===== src/rtl/alu_seq_pkg.sv =====
// Shared opcode, state and flag definitions for the handshaked sequential ALU.
package alu_seq_pkg;

  localparam logic [3:0] OP_ADD  = 4'd0;
  localparam logic [3:0] OP_SUB  = 4'd1;
  localparam logic [3:0] OP_XOR  = 4'd2;
  localparam logic [3:0] OP_SLT  = 4'd3;
  localparam logic [3:0] OP_AND  = 4'd4;
  localparam logic [3:0] OP_NAND = 4'd5;
  localparam logic [3:0] OP_NOR  = 4'd6;
  localparam logic [3:0] OP_OR   = 4'd7;
  localparam logic [3:0] OP_SLL  = 4'd8;
  localparam logic [3:0] OP_SRL  = 4'd9;
  localparam logic [3:0] OP_SRA  = 4'd10;
  localparam logic [3:0] OP_MUL  = 4'd11;

  localparam logic [0:0] ST_IDLE = 1'b0;
  localparam logic [0:0] ST_MUL  = 1'b1;

  typedef struct packed {
    logic carry;
    logic zero;
    logic ovf;
  } alu_flags_t;

  // Number of operand_b bits that form the shift amount.
  function automatic int unsigned shamt_width(input int unsigned width);
    return $clog2(width);
  endfunction

endpackage


===== src/rtl/alu_seq_mul.sv =====
// Iterative unsigned shift-add multiplier: one multiplier bit per cycle, WIDTH cycles total.
module alu_seq_mul #(
  parameter int unsigned WIDTH = 32
) (
  input  logic               clk,
  input  logic               rst_n,
  input  logic               i_start,
  input  logic [WIDTH-1:0]   i_a,
  input  logic [WIDTH-1:0]   i_b,
  output logic               o_done,
  output logic [2*WIDTH-1:0] o_product
);

  localparam int unsigned PW = 2 * WIDTH;
  localparam int unsigned CW = $clog2(WIDTH) + 1;

  logic [PW-1:0]    r_acc;
  logic [PW-1:0]    r_mcand;
  logic [WIDTH-1:0] r_mplier;
  logic [CW-1:0]    r_cnt;
  logic             r_run;
  logic             r_done;
  logic [PW-1:0]    w_pp;

  assign w_pp = r_mplier[0] ? r_mcand : '0;

  // Bit 0 is folded into the start edge so the final partial product lands
  // one cycle before the top level needs it.
  always_ff @(posedge clk or negedge rst_n) begin
    if (!rst_n) begin
      r_acc    <= '0;
      r_mcand  <= '0;
      r_mplier <= '0;
      r_cnt    <= '0;
      r_run    <= 1'b0;
      r_done   <= 1'b0;
    end else begin
      r_done <= 1'b0;
      if (i_start) begin
        r_acc    <= i_b[0] ? PW'(i_a) : '0;
        r_mcand  <= PW'(i_a) << 1;
        r_mplier <= i_b >> 1;
        r_cnt    <= CW'(1);
        r_run    <= 1'b1;
      end else if (r_run) begin
        r_acc    <= r_acc + w_pp;
        r_mcand  <= r_mcand << 1;
        r_mplier <= r_mplier >> 1;
        r_cnt    <= r_cnt + CW'(1);
        if (r_cnt == CW'(WIDTH - 1)) begin
          r_run  <= 1'b0;
          r_done <= 1'b1;
        end
      end
    end
  end

  assign o_done    = r_done;
  assign o_product = r_acc;

endmodule


===== src/rtl/alu_seq.sv =====
// Handshaked ALU: single-cycle logic/arith/shift ops plus an iterative multiply,
// with a registered valid/ready output stage.
module alu_seq
  import alu_seq_pkg::*;
#(
  parameter int unsigned WIDTH = 32
) (
  input  logic             clk,
  input  logic             rst_n,
  input  logic             in_valid,
  output logic             in_ready,
  input  logic [3:0]       op,
  input  logic [WIDTH-1:0] operand_a,
  input  logic [WIDTH-1:0] operand_b,
  output logic             out_valid,
  input  logic             out_ready,
  output logic [WIDTH-1:0] result,
  output logic             carryout,
  output logic             zero,
  output logic             overflow,
  output logic             busy
);

  localparam int unsigned SHW = shamt_width(WIDTH);
  localparam int unsigned AW  = WIDTH + 1;

  logic [0:0]         r_state;
  logic [0:0]         w_state_nxt;
  logic               r_busy;
  logic               w_busy_nxt;
  logic               r_live;
  logic               r_out_valid;
  logic [WIDTH-1:0]   r_result;
  alu_flags_t         r_flags;

  logic               w_accept;
  logic               w_start_mul;
  logic               w_mul_done;
  logic [2*WIDTH-1:0] w_product;
  logic               w_sub;
  logic [WIDTH-1:0]   w_b_eff;
  logic [WIDTH-1:0]   w_sum;
  logic               w_cout;
  logic               w_cmsb;
  logic               w_ovf;
  logic [SHW-1:0]     w_shamt;
  logic [WIDTH-1:0]   w_res;
  alu_flags_t         w_flags;

  // r_live keeps in_ready low until the first edge after reset release.
  assign in_ready    = r_live && (r_state == ST_IDLE) && (!r_out_valid || out_ready);
  assign w_accept    = in_valid && in_ready;
  assign w_start_mul = w_accept && (op == OP_MUL);

  // One adder serves ADD, SUB and SLT.
  assign w_sub           = (op == OP_SUB) || (op == OP_SLT);
  assign w_b_eff         = w_sub ? ~operand_b : operand_b;
  assign {w_cout, w_sum} = AW'(operand_a) + AW'(w_b_eff) + AW'(w_sub);
  assign w_cmsb          = operand_a[WIDTH-1] ^ w_b_eff[WIDTH-1] ^ w_sum[WIDTH-1];
  assign w_ovf           = w_cmsb ^ w_cout;
  assign w_shamt         = operand_b[SHW-1:0];

  always_comb begin
    w_res   = '0;
    w_flags = '0;
    case (op)
      OP_ADD, OP_SUB: begin
        w_res         = w_sum;
        w_flags.carry = w_cout;
        w_flags.ovf   = w_ovf;
      end
      OP_SLT: begin
        w_res         = WIDTH'(w_sum[WIDTH-1] ^ w_ovf);
        w_flags.carry = w_cout;
        w_flags.ovf   = w_ovf;
      end
      OP_XOR:  w_res = operand_a ^ operand_b;
      OP_AND:  w_res = operand_a & operand_b;
      OP_NAND: w_res = ~(operand_a & operand_b);
      OP_NOR:  w_res = ~(operand_a | operand_b);
      OP_OR:   w_res = operand_a | operand_b;
      OP_SLL:  w_res = operand_a << w_shamt;
      OP_SRL:  w_res = operand_a >> w_shamt;
      OP_SRA:  w_res = WIDTH'($signed(operand_a) >>> w_shamt);
      default: w_res = '0;
    endcase
    w_flags.zero = (w_res == '0);
  end

  alu_seq_mul #(
    .WIDTH(WIDTH)
  ) u_mul (
    .clk      (clk),
    .rst_n    (rst_n),
    .i_start  (w_start_mul),
    .i_a      (operand_a),
    .i_b      (operand_b),
    .o_done   (w_mul_done),
    .o_product(w_product)
  );

  always_ff @(posedge clk or negedge rst_n) begin
    if (!rst_n) begin
      r_state <= ST_IDLE;
      r_busy  <= 1'b0;
      r_live  <= 1'b0;
    end else begin
      r_state <= w_state_nxt;
      r_busy  <= w_busy_nxt;
      r_live  <= 1'b1;
    end
  end

  always_comb begin
    w_state_nxt = r_state;
    w_busy_nxt  = 1'b0;
    case (r_state)
      ST_IDLE: if (w_start_mul) w_state_nxt = ST_MUL;
      ST_MUL:  if (w_mul_done)  w_state_nxt = ST_IDLE;
      default: w_state_nxt = ST_IDLE;
    endcase
    w_busy_nxt = (w_state_nxt == ST_MUL);
  end

  // Output stage: a new load wins over a drain, so back-to-back handshakes keep out_valid high.
  always_ff @(posedge clk or negedge rst_n) begin
    if (!rst_n) begin
      r_out_valid <= 1'b0;
      r_result    <= '0;
      r_flags     <= '0;
    end else if (w_accept && (op != OP_MUL)) begin
      r_out_valid <= 1'b1;
      r_result    <= w_res;
      r_flags     <= w_flags;
    end else if (w_mul_done) begin
      r_out_valid   <= 1'b1;
      r_result      <= w_product[WIDTH-1:0];
      r_flags.carry <= 1'b0;
      r_flags.zero  <= (w_product[WIDTH-1:0] == '0);
      r_flags.ovf   <= |w_product[2*WIDTH-1:WIDTH];
    end else if (out_ready) begin
      r_out_valid <= 1'b0;
    end
  end

  assign out_valid = r_out_valid;
  assign result    = r_result;
  assign carryout  = r_flags.carry;
  assign zero      = r_flags.zero;
  assign overflow  = r_flags.ovf;
  assign busy      = r_busy;

endmodule


===== config.mk =====
export PLATFORM = sky130hd
export DESIGN_NAME = alu_seq
export DESIGN_NICKNAME = d
export VERILOG_FILES = /design/src/rtl/alu_seq_pkg.sv /design/src/rtl/alu_seq_mul.sv /design/src/rtl/alu_seq.sv
export SDC_FILE = /design/constraint.sdc
export NUM_CORES = 1
export LEC_CHECK = 0
export ABC_CLOCK_PERIOD_IN_PS = 6000
export CELL_PAD_IN_SITES_DETAIL_PLACEMENT = 1
export CELL_PAD_IN_SITES_GLOBAL_PLACEMENT = 1
export CORE_MARGIN = 5
export CORE_UTILIZATION = 39
export CTS_BUF_LIST = sky130_fd_sc_hd__clkbuf_16
export CTS_CLUSTER_SIZE = 24
export DETAILED_ROUTE_END_ITERATION = 10
export DONT_BUFFER_PORTS = 1
export HOLD_SLACK_MARGIN = 0.1
export PLACE_DENSITY_LB_ADDON = 0.1
export SLEW_MARGIN = 15
export SYNTH_ARGS = -nofsm -noshare
export SYNTH_HDL_FRONTEND = slang
export SYNTH_SLANG_ARGS = --single-unit

===== constraint.sdc =====
create_clock -name clk -period 6 [get_ports clk]
set_input_delay 1.2 -clock clk [delete_from_list [all_inputs] [get_ports clk]]
set_output_delay 1.2 -clock clk [all_outputs]
set_load 0.02 [all_outputs]

==> summary.md, run 1 <==
| Metric | Value |
|---|---|
| Status | `finished, final reports clean` |
| Post_cts resized | `0` |
| FP Rows | `86` |
| Clk Latency, worst-skew pair | `0.59 ns` |
| CTS Buf Count | `27` |
| CTS Sinks | `204` |
| GPL Wtd Cong | `1.009` |
| Number of setup buffers added after CTS | `0` |
| H-tree depth | `1` |
| Pwr dens | `about 360 mW/mm^2` |
| Global-route wire length before repair | `139600 um` |
| Synthesized cell area | `~0.022 sq mm` |
| TritonCTS clock tree | `built` |
| NetSw | `3.758 mW` |
| Ys async rst share | `100.0%` |
| Mapped Cells | `2611` |
| Initial antenna violation count | `6` |
| Area fraction of the dominant cell type after synthesis | `23.30%` |
| Worst hold path class | `in -> async` |
| Achievable frequency | `0.1912 GHz` |
| DRT Wirelength | `92980 um` |
| Worst-case clock buffer depth | `3` |
| Syn_area_per_cell | `8.390 sq um` |
| DR vias/cell | `between 6 and 7` |
| Total negative slack | `0 ns` |
| DRT iter0 DRCs | `1980` |
| Cts hold-fix bufs | `0` |
| Syn Nets | `2844` |
| Switch share | `a little under half` |
| Pre-antenna DRT Iters | `6` |
| Slew HR | `18.80%` |
| Critical path peak fanout | `25` |
| CP max-delay cell | `and2_2` |
| I/O Buffers | `0` |
| Antenna-violating nets left | `0` |
| Vias in the first global route | `21.12k` |
| Slew at the pin closest to its max-slew limit | `around 1.2 ns` |
| Routed len/inst | `28.66 um` |
| Initial Util | `39.53%` |
| Critical Path RT | `6.49 ns` |
| Full die area | `0.06101 sq mm` |
| Area grow syn2layout | `5.854%` |
| Critical path, cell by cell | `nor2_1, and2_2, xnor2_1, ha_1, a21oi_1, a2bb2oi_1, o211ai_1, a21boi_0, o21ai_0, nand2_1, o211ai_1, buf_4, or4_1, nor4_2, nand4_1, o32ai_1` |
| VDD IR-drop max | `about 0.00025 V` |
| Cell family with most CP delay | `compound AO/OA/AOI/OAI gates` |
| Crit. Startpoint | `op[2]` |
| CP arrival | `5.72 ns` |
| Detailed-route via count | `20.61k` |
| Pint | `roughly 4.5 mW` |
| Die span in y | `247.0 um` |
| Post-synthesis sequential area ratio | `23.30%` |
| Area leader, netlist | `dfrtp_1` |
| Buffer and inverter count on the worst path | `1` |
| Placeable Area | `0.05542 sq mm` |
| Clock Power Share | `18.5%` |
| Crit path kind | `in -> reg` |
| Max Cap Viol | `0` |
| Top cells by count, synth | `nand2_1 (243), mux2i_1 (218), o21ai_0 (210), dfrtp_1 (204), a21oi_1 (190)` |
| Total GRT Usage | `roughly 30%` |
| Final nets | `~2.7k` |
| Final Cycle Share | `87.19%` |
| Largest net degree at the start of global routing | `205` |
| Finish-stage setup viols | `0` |
| Grt total ovfl | `0` |
| Number of remaining DRC errors | `0` |
| Total power draw | `8.277 mW` |
| Reg-to-reg startpoint | `u_mul.r_mplier[0]` |
| Hold Violations, Final | `0` |
| Root Driver | `clkbuf_16` |
| #FFs+latches synth | `just over 200` |
| Number of flops mapped to enable cells by yosys | `0` |
| YS warnings | `0` |
| CTS clk-pin slew, worst paths | `~0.06 ns` |
| Min Tclk post-route | `5.231 ns` |
| Sequential share of power | `34.1%` |
| Synth Flop Type | `dfrtp_1` |
| Crit end category | `flop` |
| Gate power share | `47.5%` |
| Leak Pwr | `10.05 nW` |
| Critical Path Source Type | `primary input` |
| Count leader, synth | `nand2_1` |
| Unrepaired setup endpoints after global routing | `no` |
| Clk_skew | `~0.024 ns` |
| Slew Limit Fails | `0` |
| Most frequent CP cell | `o211ai_1` |
| Crit path largest cell delay | `0.58 ns` |
| Cell variety after synth | `88` |
| Leading post-synthesis cells by cell area | `dfrtp_1 (23%), mux2i_1 (10%), ha_1 (9.1%)` |
| # IOs | `110` |
| DP Wirelength | `about 69000 um` |
| Share of cells above drive strength 1 | `around 8.4%` |
| Die X | `247.0 um` |
[state kept, by name, summed over array words and instances, names as in the netlist]
register	cells
u_mul.o_product	64
u_mul.r_mcand	63
result	32
u_mul.r_mplier	31
u_mul.r_cnt	6
busy	1
carryout	1
out_valid	1
overflow	1
r_live	1
u_mul.o_done	1
u_mul.r_run	1
zero	1
[metal layers]
metal | vias to the layer above | share of wire [%] | track usage, %
met2 | 751 | 45 | 47.56
met4 | 8 | 4.5 | 11.47
met3 | 192 | 6.7 | 5.091
met1 | 10370 | 43 | 40.59
met5 | - | 0.056 | 0
li1 | 9290 | - | -
[worst register-to-register path, stage by stage, from the launching register on]
cell and delay, ns:
dfrtp_1 0.39, buf_4 0.36, nand2_1 0.19, fa_1 0.43, nand2b_1 0.19, a21o_1 0.24, a2111oi_0 0.39, nor2_1 0.19
or4_1 0.65, a2111oi_0 0.68, buf_4 0.24, o21bai_1 0.13, nand2_1 0.18, a21oi_1 0.12, mux2i_1 0.19, mux2i_1 0.21
[worst paths after layout]
path	to	slack, ns	cells after the start
min	u_mul.r_mcand[39]	0.33	0
max reg2reg	u_mul.o_product[63]	1.16	15
max	zero	0.77	16
min in group clk	u_mul.o_done	0.48	1
min reg2reg	u_mul.o_done	0.48	1
max in group asynchronous	u_mul.r_run	5.21	0
[logic make-up (layout without fill, tap and decap cells)]
logic type / after synthesis / after routing / synth area share, %
mux: 315 / 315 / 18.32
simple gates: 777 / 777 / 17.39
fa+ha+maj: 161 / 161 / 9.264
buf+inv: 303 / 187 / 5.694
other cells: 1 / 2 / 0.01712
flops: 204 / 204 / 23.30
xor+xnor: 135 / 135 / 5.397
compound gates: 715 / 715 / 20.61
[area by class of cell]
| class | count | area [sq um] |
|---|---|---|
| clock buffer | 27 | 675.6 |
| antenna | 1 | 2.502 |
| multi-input combinational | 2104 | 15600 |
| inverter | 92 | 345.3 |
| fill | 6525 | 32230 |
| timing repair buffer | 48 | 385.4 |
| tap | 748 | 935.9 |
| clock inverter | 20 | 131.4 |
| sequential | 204 | 5110 |
[metrics by stage]
stage | hold slack [ns] | setup slack, ns | instances | utilization (%) | cell area, sq um
after global routing | 0.2819 | 0.4363 | 3243 | 41.84 | 23190
after CTS | 0.2821 | 0.8421 | 3243 | 41.84 | 23190
final | 0.3255 | 0.7689 | 3244 | 41.85 | 23190
after floorplan | 0.4545 | 0.07446 | 2611 | - | 21910
after detailed placement | 0.4796 | 0.2516 | 3196 | 40.39 | 22380
after global placement | 0.4740 | 0.3424 | 3196 | 40.38 | 22380
[placed cells by master, fill, tap and decap left out, types with 14 or more instances in the layout]
master	Yosys	final
nand3_1	62	62
o21bai_1	15	15
and2_1	67	66
inv_1	90	95
dfrtp_1	204	202
a221oi_1	19	19
nand4_1	26	26
nand3b_1	16	16
mux2_2	26	26
o211ai_1	24	24
nor2b_1	34	34
xnor2_1	96	96
clkbuf_16	0	27
o21ai_0	210	210
nor2_1	172	172
a31oi_1	19	18
o21a_1	14	14
nor3_1	38	34
a21oi_1	190	190
mux2i_1	218	218
mux4_2	64	64
a21o_1	40	40
ha_1	159	159
and3_1	14	14
nand2_1	243	243
a211oi_1	46	46
buf_4	1	46
nor4_1	25	25
nand2b_1	27	27
o31ai_1	16	16
xor2_1	39	39
[power by group through the flow]
stage               Sequential (mW)  Combinational [mW]  Clock, mW
finish                         2.82                3.93       1.53
global route                   2.89                4.36       1.64
CTS                            2.84                3.93       1.58
detailed placement             2.85                3.90          0
global placement               2.84                3.80          0
floorplan                      2.47                3.11          0
Note: power is estimated with default switching activity, not from simulation.
==> run 2, diff against run 1 <==
--- a/config.mk
+++ b/config.mk
@@ -6,6 +6,7 @@
 export NUM_CORES = 1
 export LEC_CHECK = 0
 export ABC_CLOCK_PERIOD_IN_PS = 6000
+export CAP_MARGIN = 10
 export CELL_PAD_IN_SITES_DETAIL_PLACEMENT = 1
 export CELL_PAD_IN_SITES_GLOBAL_PLACEMENT = 1
 export CORE_MARGIN = 5
==> constraint.sdc (replaced) <==
create_clock -name clk -period 6 [get_ports clk]
set_input_delay 1.2 -clock clk [delete_from_list [all_inputs] [get_ports clk]]
set_output_delay 1.2 -clock clk [all_outputs]
set_load 0.005 [all_outputs]
==> results of run 2 <==
The final DEF is identical to that of run 1. Status: finished, final reports clean.
Among the figures that moved: total power 8.277 mW -> 8.144 mW
==> run 3, diff against run 2 <==
==> constraint.sdc (replaced) <==
create_clock -name clk -period 6 [get_ports clk]
set_input_delay 0.9 -clock clk [delete_from_list [all_inputs] [get_ports clk]]
set_output_delay 0.9 -clock clk [all_outputs]
set_load 0.005 [all_outputs]
==> summary.md, run 3 (same netlist as run 1, synthesis figures left out) <==
| Metric | Value |
|---|---|
| Status | `finished, final reports clean` |
| VDD IR-drop max | `0.0002295 V` |
| Number of remaining DRC errors | `0` |
| Critical Path Source Type | `flop` |
| Critical Path Stages | `17` |
| H-tree depth | `1` |
| Setup crit end | `u_mul.o_product[61]` |
| Share of cells above drive strength 1 | `7.826%` |
| Crit path largest cell delay | `0.66 ns` |
| Slew HR | `approximately 12%` |
| Critical path peak fanout | `36` |
| DP Wirelength | `68800 um` |
| Worst R2R Setup Slack | `0.91 ns` |
| CTS Buf Count | `28` |
| Max FFs per register | `64` |
| Clk Latency, worst-skew pair | `0.60 ns` |
| Crit end category | `flop` |
| Critical path, cell by cell | `buf_4, and2_1, ha_1, inv_1, fa_1, nand2b_1, a21o_1, a2111oi_0, nor2_1, or4_1, a2111oi_0, buf_4, o21bai_1, a21oi_1, o22ai_1, xor2_1, a21oi_1` |
| TritonCTS clock tree | `built` |
| Placeable Area | `0.05542 sq mm` |
| Critical R2R Capture | `u_mul.o_product[61]` |
| Reg-to-reg startpoint | `u_mul.r_mplier[0]` |
| Pre-antenna DRT Iters | `5` |
| DRT iter0 DRCs | `1727` |
| # IOs | `110` |
| DRT Wirelength | `93050 um` |
| CTS clk-pin slew, worst paths | `approximately 0.06 ns` |
| Register-to-Register Path Depth | `17` |
| Critical Path RT | `~6.4 ns` |
| Slew Limit Fails | `0` |
| Area of the multi-input gates | `around 0.016 sq mm` |
| Cell family with most CP delay | `compound AO/OA/AOI/OAI gates` |
| Initial antenna violation count | `5` |
| Final nets | `2696` |
| Commonest cells after routing, fill and taps aside | `nand2_1 (243), mux2i_1 (218), o21ai_0 (210), dfrtp_1 (202), a21oi_1 (190)` |
| Detailed-route via count | `between 20k and 25k` |
| Worst-case clock buffer depth | `3` |
| Die X | `247.0 um` |
| Crit path kind | `reg -> reg` |
| Leading cell type in the layout, fill and taps excluded | `nand2_1` |
| Unrepaired setup endpoints after global routing | `no` |
| Max Cap Viol | `0` |
| Final core utilization | `41.76%` |
| Crit. Startpoint | `u_mul.r_mplier[0]` |
| Slew at the pin closest to its max-slew limit | `1.286 ns` |
| Initial Util | `39.53%` |
| Finished Cell Area | `0.02314 sq mm` |
| Antenna-violating nets left | `0` |
| Min Tclk post-route | `5.090 ns` |
| Full die area | `0.06101 sq mm` |
| Routed len/inst | `approximately 29 um` |
| Achievable frequency | `0.1965 GHz` |
| Global-route wire length before repair | `roughly 140000 um` |
| Register area | `just over 0.005 sq mm` |
| Hold Violations, Final | `0` |
| CTS Sinks | `204` |
| Finish-stage setup viols | `0` |
| Root Driver | `clkbuf_16` |
| FILL cells | `between 6k and 7k` |
| Post_cts resized | `0` |
| GPL Wtd Cong | `0.9923` |
| Grt total ovfl | `0` |
| Total GRT Usage | `29.78%` |
| Area grow syn2layout | `5.643%` |
| CP max-delay cell | `or4_1` |
| Buffer and inverter count on the worst path | `3` |
| Placed cell areas | `0.02224 sq mm` |
| Pwr dens | `~360 mW/mm^2` |
| Final Cycle Share | `84.84%` |
| I/O Buffers | `0` |
| Die span in y | `247.0 um` |
| Worst hold path class | `in -> async` |
| DR vias/cell | `6.355` |
| Clk_skew | `about 0.024 ns` |
| FP Rows | `86` |
| Total negative slack | `0 ns` |
| Vias in the first global route | `21.01k` |
| Largest net degree at the start of global routing | `205` |
| Leak Pwr | `about 10 nW` |
| CP arrival | `5.50 ns` |
-- run 3: worst min path at each step --
stage                               from                 to  slack [ns]  depth (start not counted)
after floorplan           u_mul.r_cnt[5]       u_mul.o_done        0.45                          1
after global placement    u_mul.r_cnt[5]       u_mul.o_done        0.50                          1
after detailed placement  u_mul.r_cnt[5]       u_mul.o_done        0.50                          1
after CTS                   operand_a[1]   u_mul.r_mcand[2]        0.40                          2
after global routing               rst_n  u_mul.r_mcand[38]        0.24                          1
final                              rst_n  u_mul.r_mcand[38]        0.21                          1
-- run 3: area by class of cell --
cell class              count  share of cell area (%)
repair buffers             33                   1.341
diodes                      4                 0.04325
flip-flops and latches    204                   22.08
multi-input cells        2104                   67.38
inverters                  92                   1.492
well taps                 748                   4.044
clock buffers              28                   3.028
clock inverters            18                  0.5893
-- run 3: worst reg2reg max path, delay by kind of cell, from the launching register on --
| family | cells | cell delay (ns) |
|---|---|---|
| adder cells (fa/ha/maj) | 2 | 0.64 |
| XOR/XNOR | 1 | 0.15 |
| AO/OA/AOI/OAI | 7 | 1.90 |
| AND/OR/NAND/NOR | 4 | 1.24 |
| buffers and inverters | 3 | 0.63 |
| flip-flops | 1 | 0.34 |
-- run 3: timing repair --
item,CTS,global route
setup buffers,0,0
endpoints found under the hold margin,204,0
hold buffers,1,0
-- run 3: power by group --
part | switching [mW] | internal [mW]
Combinational | 2.25 | 1.68
Sequential | 0.760 | 1.98
Clock | 0.676 | 0.882
Total | 3.68 | 4.54
-- run 3: metal layers --
metal / wire length, um / GRT usage [%] / vias up / part of all wire (%)
met5: 23 / 0 / - / 0.025
met4: 5096 / 13.05 / 4 / 5.5
met3: 6832 / 5.512 / 213 / 7.3
met2: 41220 / 46.69 / 762 / 44
met1: 39880 / 40.21 / 10300 / 43
li1: - / - / 9255 / -
-- run 3: per-stage QoR --
| stage | cells | hold WS [ns] | worst slack, ns | power, mW |
|---|---|---|---|---|
| final | 3231 | 0.2137 | 0.9099 | 8.222 |
| after global routing | 3230 | 0.2365 | 0.5406 | 8.815 |
| after CTS | 3226 | 0.4026 | 0.9269 | 8.274 |
| after detailed placement | 3179 | 0.5036 | 0.3972 | 6.626 |
| after global placement | 3178 | 0.4957 | 0.2637 | 6.499 |
| after floorplan | 2611 | 0.4545 | 0.1531 | 5.443 |
